--- config.mk ---
export PLATFORM = sky130hd
export DESIGN_NAME = fetch_unit
export DESIGN_NICKNAME = d
export VERILOG_FILES = /design/src/rtl/fetch_unit.sv
export SDC_FILE = /design/constraint.sdc
export NUM_CORES = 1
export LEC_CHECK = 0
export BUFFER_PORTS_ARGS = -buffer_cell sky130_fd_sc_hd__buf_2
export CAP_MARGIN = 30
export CORE_ASPECT_RATIO = 0.7
export CORE_MARGIN = 5
export CORE_UTILIZATION = 55
export CTS_BUF_LIST = sky130_fd_sc_hd__clkbuf_8 sky130_fd_sc_hd__clkbuf_16
export DETAILED_ROUTE_END_ITERATION = 8
export GPL_ROUTABILITY_DRIVEN = 0
export HOLD_SLACK_MARGIN = 0.1
export PLACE_DENSITY = 0.77
export SLEW_MARGIN = 30
export SYNTH_ARGS = -nofsm -noshare
export SYNTH_HDL_FRONTEND = slang
export SYNTH_SLANG_ARGS = --single-unit
--- constraint.sdc ---
create_clock -name clk -period 6.5 [get_ports clk]
set_input_delay 0.65 -clock clk [delete_from_list [all_inputs] [get_ports clk]]
set_output_delay 0.65 -clock clk [all_outputs]
set_load 0.03 [all_outputs]
--- src/rtl/fetch_unit.sv ---
// rtl/fetch_unit.sv - instruction fetch stage: PC, credit-limited imem requests, in-order instruction queue
module fetch_unit #(
    parameter logic [31:0] RESET_PC = 32'h0000_0000,
    parameter int unsigned DEPTH    = 2
) (
    input  logic        clk,
    input  logic        reset,
    output logic        imem_req,
    output logic [31:0] imem_addr,
    input  logic        imem_gnt,
    input  logic        imem_rvalid,
    input  logic [31:0] imem_rdata,
    output logic [31:0] Instr,
    output logic [31:0] instr_pc,
    output logic        instr_valid,
    input  logic        instr_ready,
    input  logic        PCSrc,
    input  logic [31:0] branch_target
);
    localparam int PW = $clog2(DEPTH);
    localparam int CW = $clog2(DEPTH + 1);

    typedef enum logic {
        BOOT,
        RUN
    } state_t;

    state_t        state_q, state_d;
    logic [31:0]   pc_q, pc_d;
    // address of the oldest in-flight request whose data will be kept
    logic [31:0]   resp_pc_q, resp_pc_d;
    logic [CW-1:0] count_q, count_d;
    logic [CW-1:0] outst_q, outst_d;
    logic [CW-1:0] discard_q, discard_d;
    logic [PW-1:0] head_q, head_d;
    logic [PW-1:0] tail_q, tail_d;
    logic [31:0]   data_q [DEPTH];
    logic [31:0]   data_d [DEPTH];
    logic [31:0]   tag_q  [DEPTH];
    logic [31:0]   tag_d  [DEPTH];
    logic [31:0]   instr_data_q, instr_data_d;
    logic [31:0]   instr_pc_q, instr_pc_d;

    logic          grant;
    logic          push;
    logic          pop;
    logic [CW:0]   credit_used;
    logic [CW-1:0] remain;
    logic [31:0]   target_aligned;

    assign imem_addr   = pc_q;
    assign Instr       = instr_data_q;
    assign instr_pc    = instr_pc_q;
    assign instr_valid = (count_q != '0);

    // Request gating, next-state for PC, credit counters, queue and head output registers
    always_comb begin
        state_d        = state_q;
        pc_d           = pc_q;
        resp_pc_d      = resp_pc_q;
        count_d        = count_q;
        outst_d        = outst_q;
        discard_d      = discard_q;
        head_d         = head_q;
        tail_d         = tail_q;
        data_d         = data_q;
        tag_d          = tag_q;
        instr_data_d   = instr_data_q;
        instr_pc_d     = instr_pc_q;
        target_aligned = branch_target & ~32'h3;

        case (state_q)
            BOOT:    state_d = RUN;
            RUN:     state_d = RUN;
            default: state_d = RUN;
        endcase

        credit_used = {1'b0, count_q} + {1'b0, outst_q};
        imem_req    = (state_q == RUN) && (credit_used < (CW+1)'(DEPTH)) && !PCSrc;
        grant       = imem_req && imem_gnt;
        pop         = instr_valid && instr_ready;
        push        = imem_rvalid && (discard_q == '0) && !PCSrc;
        remain      = count_q - CW'(pop);

        outst_d = outst_q + CW'(grant) - CW'(imem_rvalid);

        if (PCSrc) begin
            // every response still in flight after this edge belongs to the old path
            pc_d      = target_aligned;
            resp_pc_d = target_aligned;
            discard_d = outst_d;
            count_d   = '0;
            head_d    = '0;
            tail_d    = '0;
        end else begin
            if (grant) begin
                pc_d = pc_q + 32'd4;
            end
            if (imem_rvalid && (discard_q != '0)) begin
                discard_d = discard_q - CW'(1);
            end
            if (push) begin
                data_d[tail_q] = imem_rdata;
                tag_d[tail_q]  = resp_pc_q;
                resp_pc_d      = resp_pc_q + 32'd4;
            end
            head_d  = head_q + PW'(pop);
            tail_d  = tail_q + PW'(push);
            count_d = remain + CW'(push);
            // Instr/instr_pc track the next head; they hold when the queue goes empty
            if (count_d != '0) begin
                if (remain == '0) begin
                    instr_data_d = imem_rdata;
                    instr_pc_d   = resp_pc_q;
                end else begin
                    instr_data_d = data_q[head_d];
                    instr_pc_d   = tag_q[head_d];
                end
            end
        end
    end

    // State register with asynchronous active-low reset
    always_ff @(posedge clk or negedge reset) begin
        if (!reset) begin
            state_q      <= BOOT;
            pc_q         <= RESET_PC;
            resp_pc_q    <= RESET_PC;
            count_q      <= '0;
            outst_q      <= '0;
            discard_q    <= '0;
            head_q       <= '0;
            tail_q       <= '0;
            instr_data_q <= '0;
            instr_pc_q   <= '0;
            for (int i = 0; i < int'(DEPTH); i++) begin
                data_q[i] <= '0;
                tag_q[i]  <= '0;
            end
        end else begin
            state_q      <= state_d;
            pc_q         <= pc_d;
            resp_pc_q    <= resp_pc_d;
            count_q      <= count_d;
            outst_q      <= outst_d;
            discard_q    <= discard_d;
            head_q       <= head_d;
            tail_q       <= tail_d;
            instr_data_q <= instr_data_d;
            instr_pc_q   <= instr_pc_d;
            data_q       <= data_d;
            tag_q        <= tag_d;
        end
    end

    // A kept response must never land in a full queue unless the head leaves in the same cycle
    assert property (@(posedge clk) disable iff (!reset)
        !(push && !pop && (count_q == CW'(DEPTH))));

endmodule

After elaboration in Yosys (flattened, before gate mapping)
Index checks and enable logic that the tools add are counted.
Cells by class
  add/subtract/negate cells: 10
  order comparisons: 4
  mux-type cells: 21
  bitwise logic cells: 3
  reductions and logical operators: 19
Operators by type and width (number)
  2-to-1 mux 32 bit: 13
  bitwise mux 64 bit: 2
  adder 32 x 3 -> 32 bit (second input constant): 2
  demux 32 bit (select 1 bit): 1
  nonzero test 2 bit: 6
  logical AND 1 bit: 8
  2-to-1 mux 2 bit: 3
  adder 2 x 1 -> 2 bit: 2
  greater-or-equal comparator 2 bit (second input constant): 2
  logical NOT 2 bit: 2
  inverter 1 -> 2 bit: 2
  AND reduction 2 bit: 2
  subtractor 2 x 1 -> 2 bit: 2
  adder 2 x 2 -> 3 bit: 1
  less-than comparator 3 x 2 -> 1 bit (second input constant): 1
  adder 1 bit: 2
  less-than comparator 2 x 1 -> 1 bit (second input constant): 1
  2-to-1 mux 1 bit: 2
  subtractor 2 x 1 -> 2 bit (second input constant): 1
  logical NOT 1 bit: 1
  inverter 1 bit: 1
Storage, ports and cells
  register bits after elaboration: 265
  bits of input ports: 70
  output and inout bits: 98

Longest topological paths before layout
  word-level depth: 8
  gate-level depth with buffers: 14

Worst setup path before layout
Ideal clock, no wire load.
  path kind: register to register
  from: reg count_q[0]
  to: reg discard_q[1]
  setup time: 135 ps
  data arrival time: 3174 ps
  required time: 6365 ps
  slack: 3191 ps
  stages on the path, launching flop included: 15
  path buffers: 2
  period minus slack after synthesis: 3309 ps
  cells stage by stage: dfrtp_1 and2_1 fa_1 nor4b_2 and2_1 buf_2 inv_1 clkbuf_1 ha_1 inv_1 ha_1 xnor2_1 xnor2_1 nand2_1 o21ai_0
Between the ends
  longest elaborated chain between the ends: 8
Ends and longest elaborated chain
  start: declaration: line 32  | logic [CW-1:0] count_q, count_d;
  start signal: assignment: line 144  | count_q <= count_d;
  adder 2 x 2 -> 3 bit: line 78  | credit_used = {1'b0, count_q} + {1'b0, outst_q};
  less-than comparator 3 x 2 -> 1 bit: line 79  | imem_req = (state_q == RUN) && (credit_used < (CW+1)'(DEPTH)) && !PCSrc;
  logical AND 1 bit (2 in a row): line 79
  named net imem_req: line 8  | output logic imem_req,
  logical AND 1 bit: line 80  | grant = imem_req && imem_gnt;
  adder 2 x 1 -> 2 bit: line 85  | outst_d = outst_q + CW'(grant) - CW'(imem_rvalid);
  subtractor 2 x 1 -> 2 bit: line 85
  named net outst_d[1]: line 33  | logic [CW-1:0] outst_q, outst_d;
  2-to-1 mux 2 bit: line 87  | if (PCSrc) begin
  end signal: assignment: line 146  | discard_q <= discard_d;
  end: declaration: line 34  | logic [CW-1:0] discard_q, discard_d;
The timed path passes the listed nets, and every way through them passes these cells.
A chain may end at the register's enable or synchronous reset.

Final worst setup path
  from: reg count_q[0]
  to: reg discard_q[1]
Between the ends
  longest elaborated chain between the ends: 8
Ends and longest elaborated chain (line)
  adder 2 x 2 -> 3 bit: 78
  less-than comparator 3 x 2 -> 1 bit: 79
  logical AND 1 bit (2 in a row): 79
  logical AND 1 bit: 80
  adder 2 x 1 -> 2 bit: 85
  subtractor 2 x 1 -> 2 bit: 85
  named net outst_d[1]: 33
  2-to-1 mux 2 bit: 87
The timed path passes the listed nets, and every way through them passes these cells.

==> flow_results.xml <==
<?xml version="1.0" encoding="UTF-8"?>
<metrics>
  <group name="sta">
    <metric name="clock.fmax" unit="MHz">263.6</metric>
    <metric name="min_period_over_period" unit="%">58.36</metric>
    <metric name="final.min_clock_period" unit="ps">3793</metric>
    <metric name="finalSetupViolCount" unit="">0</metric>
    <metric name="setup-tns-final" unit="ps">0</metric>
    <metric name="finalMaxSlewViolations" unit="">0</metric>
    <metric name="max_slew.worst_pin.slew" unit="ps">956.3</metric>
    <metric name="clock-skew-final" unit="ps">14.77</metric>
    <metric name="timing_hold_violations_final" unit="">0</metric>
    <metric name="setup_ws" unit="ps">2707</metric>
    <metric name="worst_slew_margin_rel" unit="%">36.25</metric>
    <metric name="grt_setup_unrepaired" unit="">false</metric>
  </group>
  <group name="critical_path">
    <metric name="critPathArrivalTime" unit="ps">4220</metric>
    <metric name="sort_of_element_at_the_start_of_the_critical_path" unit="">flop</metric>
    <metric name="worst-r2r-cell-count" unit="">12</metric>
    <metric name="cp-startpoint" unit="">count_q[0]</metric>
    <metric name="critPathMaxFanout" unit="">22</metric>
    <metric name="cpLargestDelayFamily" unit="">simple AND/OR/NAND/NOR gates</metric>
    <metric name="slowest_delay" unit="ps">600</metric>
    <metric name="crit_path_top_delay_cell" unit="">and2_1</metric>
    <metric name="required_time_at_the_endpoint_of_the_critical_path" unit="ps">6930</metric>
    <metric name="setup.worst_path.end_class" unit="">flop</metric>
    <metric name="worst-path-stages" unit="">12</metric>
    <metric name="path_buf_inv" unit="">2</metric>
    <metric name="crit_chain" unit="">and2_1, fa_1, nor4b_2, and2_1, inv_1, ha_1, inv_1, ha_1, xnor2_1, xnor2_1, nand2_1, o21ai_0</metric>
    <metric name="r2r-end" unit="">discard_q[1]</metric>
    <metric name="r2r-start" unit="">count_q[0]</metric>
    <metric name="worstSetupPathType" unit="">reg -&gt; reg</metric>
    <metric name="ff2ff_setup_slack" unit="ps">2710</metric>
    <metric name="capturing_instance_or_port_of_the_critical_path" unit="">discard_q[1]</metric>
  </group>
  <group name="routing">
    <metric name="detail_route.wl_per_cell" unit="µm">19.75</metric>
    <metric name="drt-vias-per-instance" unit="">6.076</metric>
    <metric name="num_vias" unit="">8895</metric>
    <metric name="drc" unit="">0</metric>
    <metric name="first_pass_iters" unit="">5</metric>
    <metric name="initial_drt_markers" unit="">722</metric>
    <metric name="route.antenna.remaining_nets" unit="">0</metric>
    <metric name="wl" unit="µm">28910</metric>
  </group>
  <group name="min_path">
    <metric name="hold_class" unit="">in -&gt; async</metric>
  </group>
  <group name="synthesis">
    <metric name="synth.top_cells.by_count" unit="">dfrtp_1, mux2_2, o21ai_0</metric>
    <metric name="ys_seq_area_share" unit="%">53.35</metric>
    <metric name="synth_edf_count" unit="">0</metric>
    <metric name="synth_top_area_share" unit="%">53.35</metric>
    <metric name="yosysMostFrequentCell" unit="">dfrtp_1</metric>
    <metric name="yosys-mux-area-fraction" unit="%">12.60</metric>
    <metric name="synthTopCellsByArea" unit="">dfrtp_1, mux2_2, o2bb2ai_1, o21ai_0, a211oi_1</metric>
    <metric name="synth_top_family_by_area" unit="">compound AO/OA/AOI/OAI gates</metric>
    <metric name="synth_adder_area_share" unit="%">0.8997</metric>
    <metric name="synth-xor-area-share" unit="%">2.856</metric>
    <metric name="syn_area" unit="mm²">0.01196</metric>
    <metric name="synth-seq-cells" unit="">255</metric>
    <metric name="synth_cell_type_count" unit="">53</metric>
    <metric name="dominantRegCellSynth" unit="">dfrtp_1</metric>
    <metric name="synthDominantAreaCellType" unit="">dfrtp_1</metric>
    <metric name="postSynthAreaPerCell" unit="µm²">11.52</metric>
    <metric name="synthSimpleGateAreaFrac" unit="%">11.75</metric>
    <metric name="syn-instance-count" unit="">1038</metric>
    <metric name="ys.warnings.count" unit="">0</metric>
    <metric name="post_synthesis_compound_gate_area_fraction" unit="%">15.30</metric>
    <metric name="synthArstFlopShare" unit="%">100.0</metric>
  </group>
  <group name="global_routing">
    <metric name="maximum_number_of_pins_on_one_net_before_global_route_repair" unit="">149</metric>
    <metric name="first_global_vias" unit="">8981</metric>
    <metric name="antenna_found_initial" unit="">0</metric>
    <metric name="groute.usage.overall" unit="%">23.37</metric>
    <metric name="global_route.overflow_total" unit="">0</metric>
    <metric name="grt_first_pass_wirelength" unit="µm">47870</metric>
  </group>
  <group name="cells_and_area">
    <metric name="multi_input_combinational_cell_area" unit="mm²">0.005240</metric>
    <metric name="num_antenna_cells" unit="">0</metric>
    <metric name="synthToLayoutAreaGrowth" unit="%">15.66</metric>
    <metric name="finalInstanceArea" unit="mm²">0.01383</metric>
    <metric name="post_layout_nonfiller_instances" unit="">1464</metric>
    <metric name="fillCellCount" unit="">1669</metric>
    <metric name="drive_gt1_share" unit="%">31.05</metric>
    <metric name="layout.nets" unit="">1245</metric>
    <metric name="register_area" unit="mm²">0.006381</metric>
  </group>
  <group name="clocking">
    <metric name="clk_path_buf_depth" unit="">3</metric>
    <metric name="postCtsHoldBufs" unit="">0</metric>
    <metric name="clock_buffers_created_by_tritoncts" unit="">25</metric>
    <metric name="cts_num_sinks" unit="">255</metric>
    <metric name="clk_pin_slew" unit="ps">60</metric>
    <metric name="cts.repair_timing.setup_buffer_count" unit="">0</metric>
    <metric name="htreeDepth" unit="">1</metric>
    <metric name="clock_tree_from_tritoncts" unit="">yes</metric>
    <metric name="insertion_delay" unit="ps">520</metric>
    <metric name="post_cts_resize_count" unit="">0</metric>
    <metric name="cts-root-buf" unit="">clkbuf_16</metric>
  </group>
  <group name="placement">
    <metric name="detail_placement_hpwl" unit="µm">18020</metric>
    <metric name="pre_cts_ws" unit="ps">2834</metric>
    <metric name="post_dp_cell_area" unit="mm²">0.01293</metric>
    <metric name="inst_count_dp" unit="">1421</metric>
    <metric name="buffer_ports.inserted" unit="">161</metric>
  </group>
  <group name="power_and_ir_drop">
    <metric name="p_leak" unit="nW">5.987</metric>
    <metric name="pwr_per_cell_area" unit="mW/mm²">516.6</metric>
    <metric name="peakVddDrop" unit="mV">0.4391</metric>
  </group>
  <group name="die">
    <metric name="floorplan.die_area" unit="mm²">0.02484</metric>
    <metric name="floorplan.initialDensity" unit="%">55.46</metric>
    <metric name="floorplan.die.height" unit="µm">133.4</metric>
    <metric name="rows" unit="">45</metric>
    <metric name="floorplan.die.width" unit="µm">186.3</metric>
    <metric name="core_footprint" unit="mm²">0.02156</metric>
    <metric name="num_io_pins" unit="">168</metric>
  </group>
  <group name="run">
    <metric name="drv.max_cap_violation_count" unit="">0</metric>
  </group>
  <group name="outcome">
    <metric name="outcome" unit="">finished, final reports clean</metric>
  </group>
</metrics>
## through the flow
stage	hold WS, ps	power, mW	util (%)
2_1_floorplan	354.4	4.735	-
3_3_place_gp	458.8	5.514	59.98
3_5_place_dp	464.0	5.605	59.98
4_1_cts	232.8	7.160	64.01
5_1_grt	272.6	7.604	64.15
6_report	197.2	7.146	64.15
## layer usage
metal | track usage (%) | wire length, µm | vias up
met5 | 0 | 0 | -
met1 | 36.14 | 13690 | 4493
met2 | 34.94 | 12730 | 307
li1 | - | - | 4062
met4 | 3.600 | 395 | 0
met3 | 4.776 | 2087 | 33
## cells in the final DEF (no fill, tap or decap), types with 3 or more instances in the layout
cell type,n
xnor2_1,21
or4_1,3
bufinv_16,4
or3_1,4
o2bb2ai_1,62
clkinv_2,3
conb_1,5
mux2_2,132
a211oi_1,63
clkbuf_8,7
o21ai_1,3
o21ai_0,96
nor3_1,8
a21oi_1,9
xor2_1,17
buf_2,160
and3_1,11
buf_4,10
nor2_1,20
and4_1,4
nor4_4,4
ha_1,7
nand2_1,56
inv_1,17
nor2b_1,63
o211ai_1,9
nand4_1,18
clkbuf_16,25
o311ai_0,10
a31oi_1,4
dfrtp_1,255
and2_1,7
nand3_1,28
## flip-flops by register name, indices dropped and copies added, names as in the netlist
name,count
tail_q,1
Instr,32
data_q,64
imem_addr,30
resp_pc_q,30
tag_q,60
state_q,1
outst_q,2
discard_q,2
instr_pc,30
head_q,1
count_q,2
## cells by family (layout without fill, tap and decap cells)
logic type | count (synthesis) | count (layout)
AO/OA/AOI/OAI | 267 | 267
XOR/XNOR | 39 | 39
adder cells (fa/ha/maj) | 8 | 8
buffers and inverters | 88 | 229
flip-flops | 255 | 255
multiplexers | 134 | 134
other | 2 | 5
AND/OR/NAND/NOR | 245 | 245
## power by group
| part | switching (mW) | internal [mW] |
|---|---|---|
| Clock | 0.594 | 0.933 |
| Combinational | 1.87 | 1.14 |
| Sequential | 0.384 | 2.23 |
| Total | 2.85 | 4.30 |
## worst min path at each step
| stage | to | slack (ps) | depth (start not counted) |
|---|---|---|---|
| after global placement | tag_q[23] | 460 | 2 |
| after floorplan | Instr[0] | 350 | 0 |
| after global routing | instr_pc[15] | 270 | 1 |
| after detailed placement | tag_q[30] | 460 | 2 |
| after CTS | tag_q[14] | 230 | 1 |
| final | tag_q[14] | 200 | 1 |
## layout make-up
class                   instances  area share, %
flip-flops and latches        255          46.13
multi-input cells             698          37.88
repair buffers                173          6.784
clock buffers                  32          5.219
well taps                     282          2.551
clock inverters                10          1.058
inverters                      14         0.3799
(Power assumes the default switching activity.)
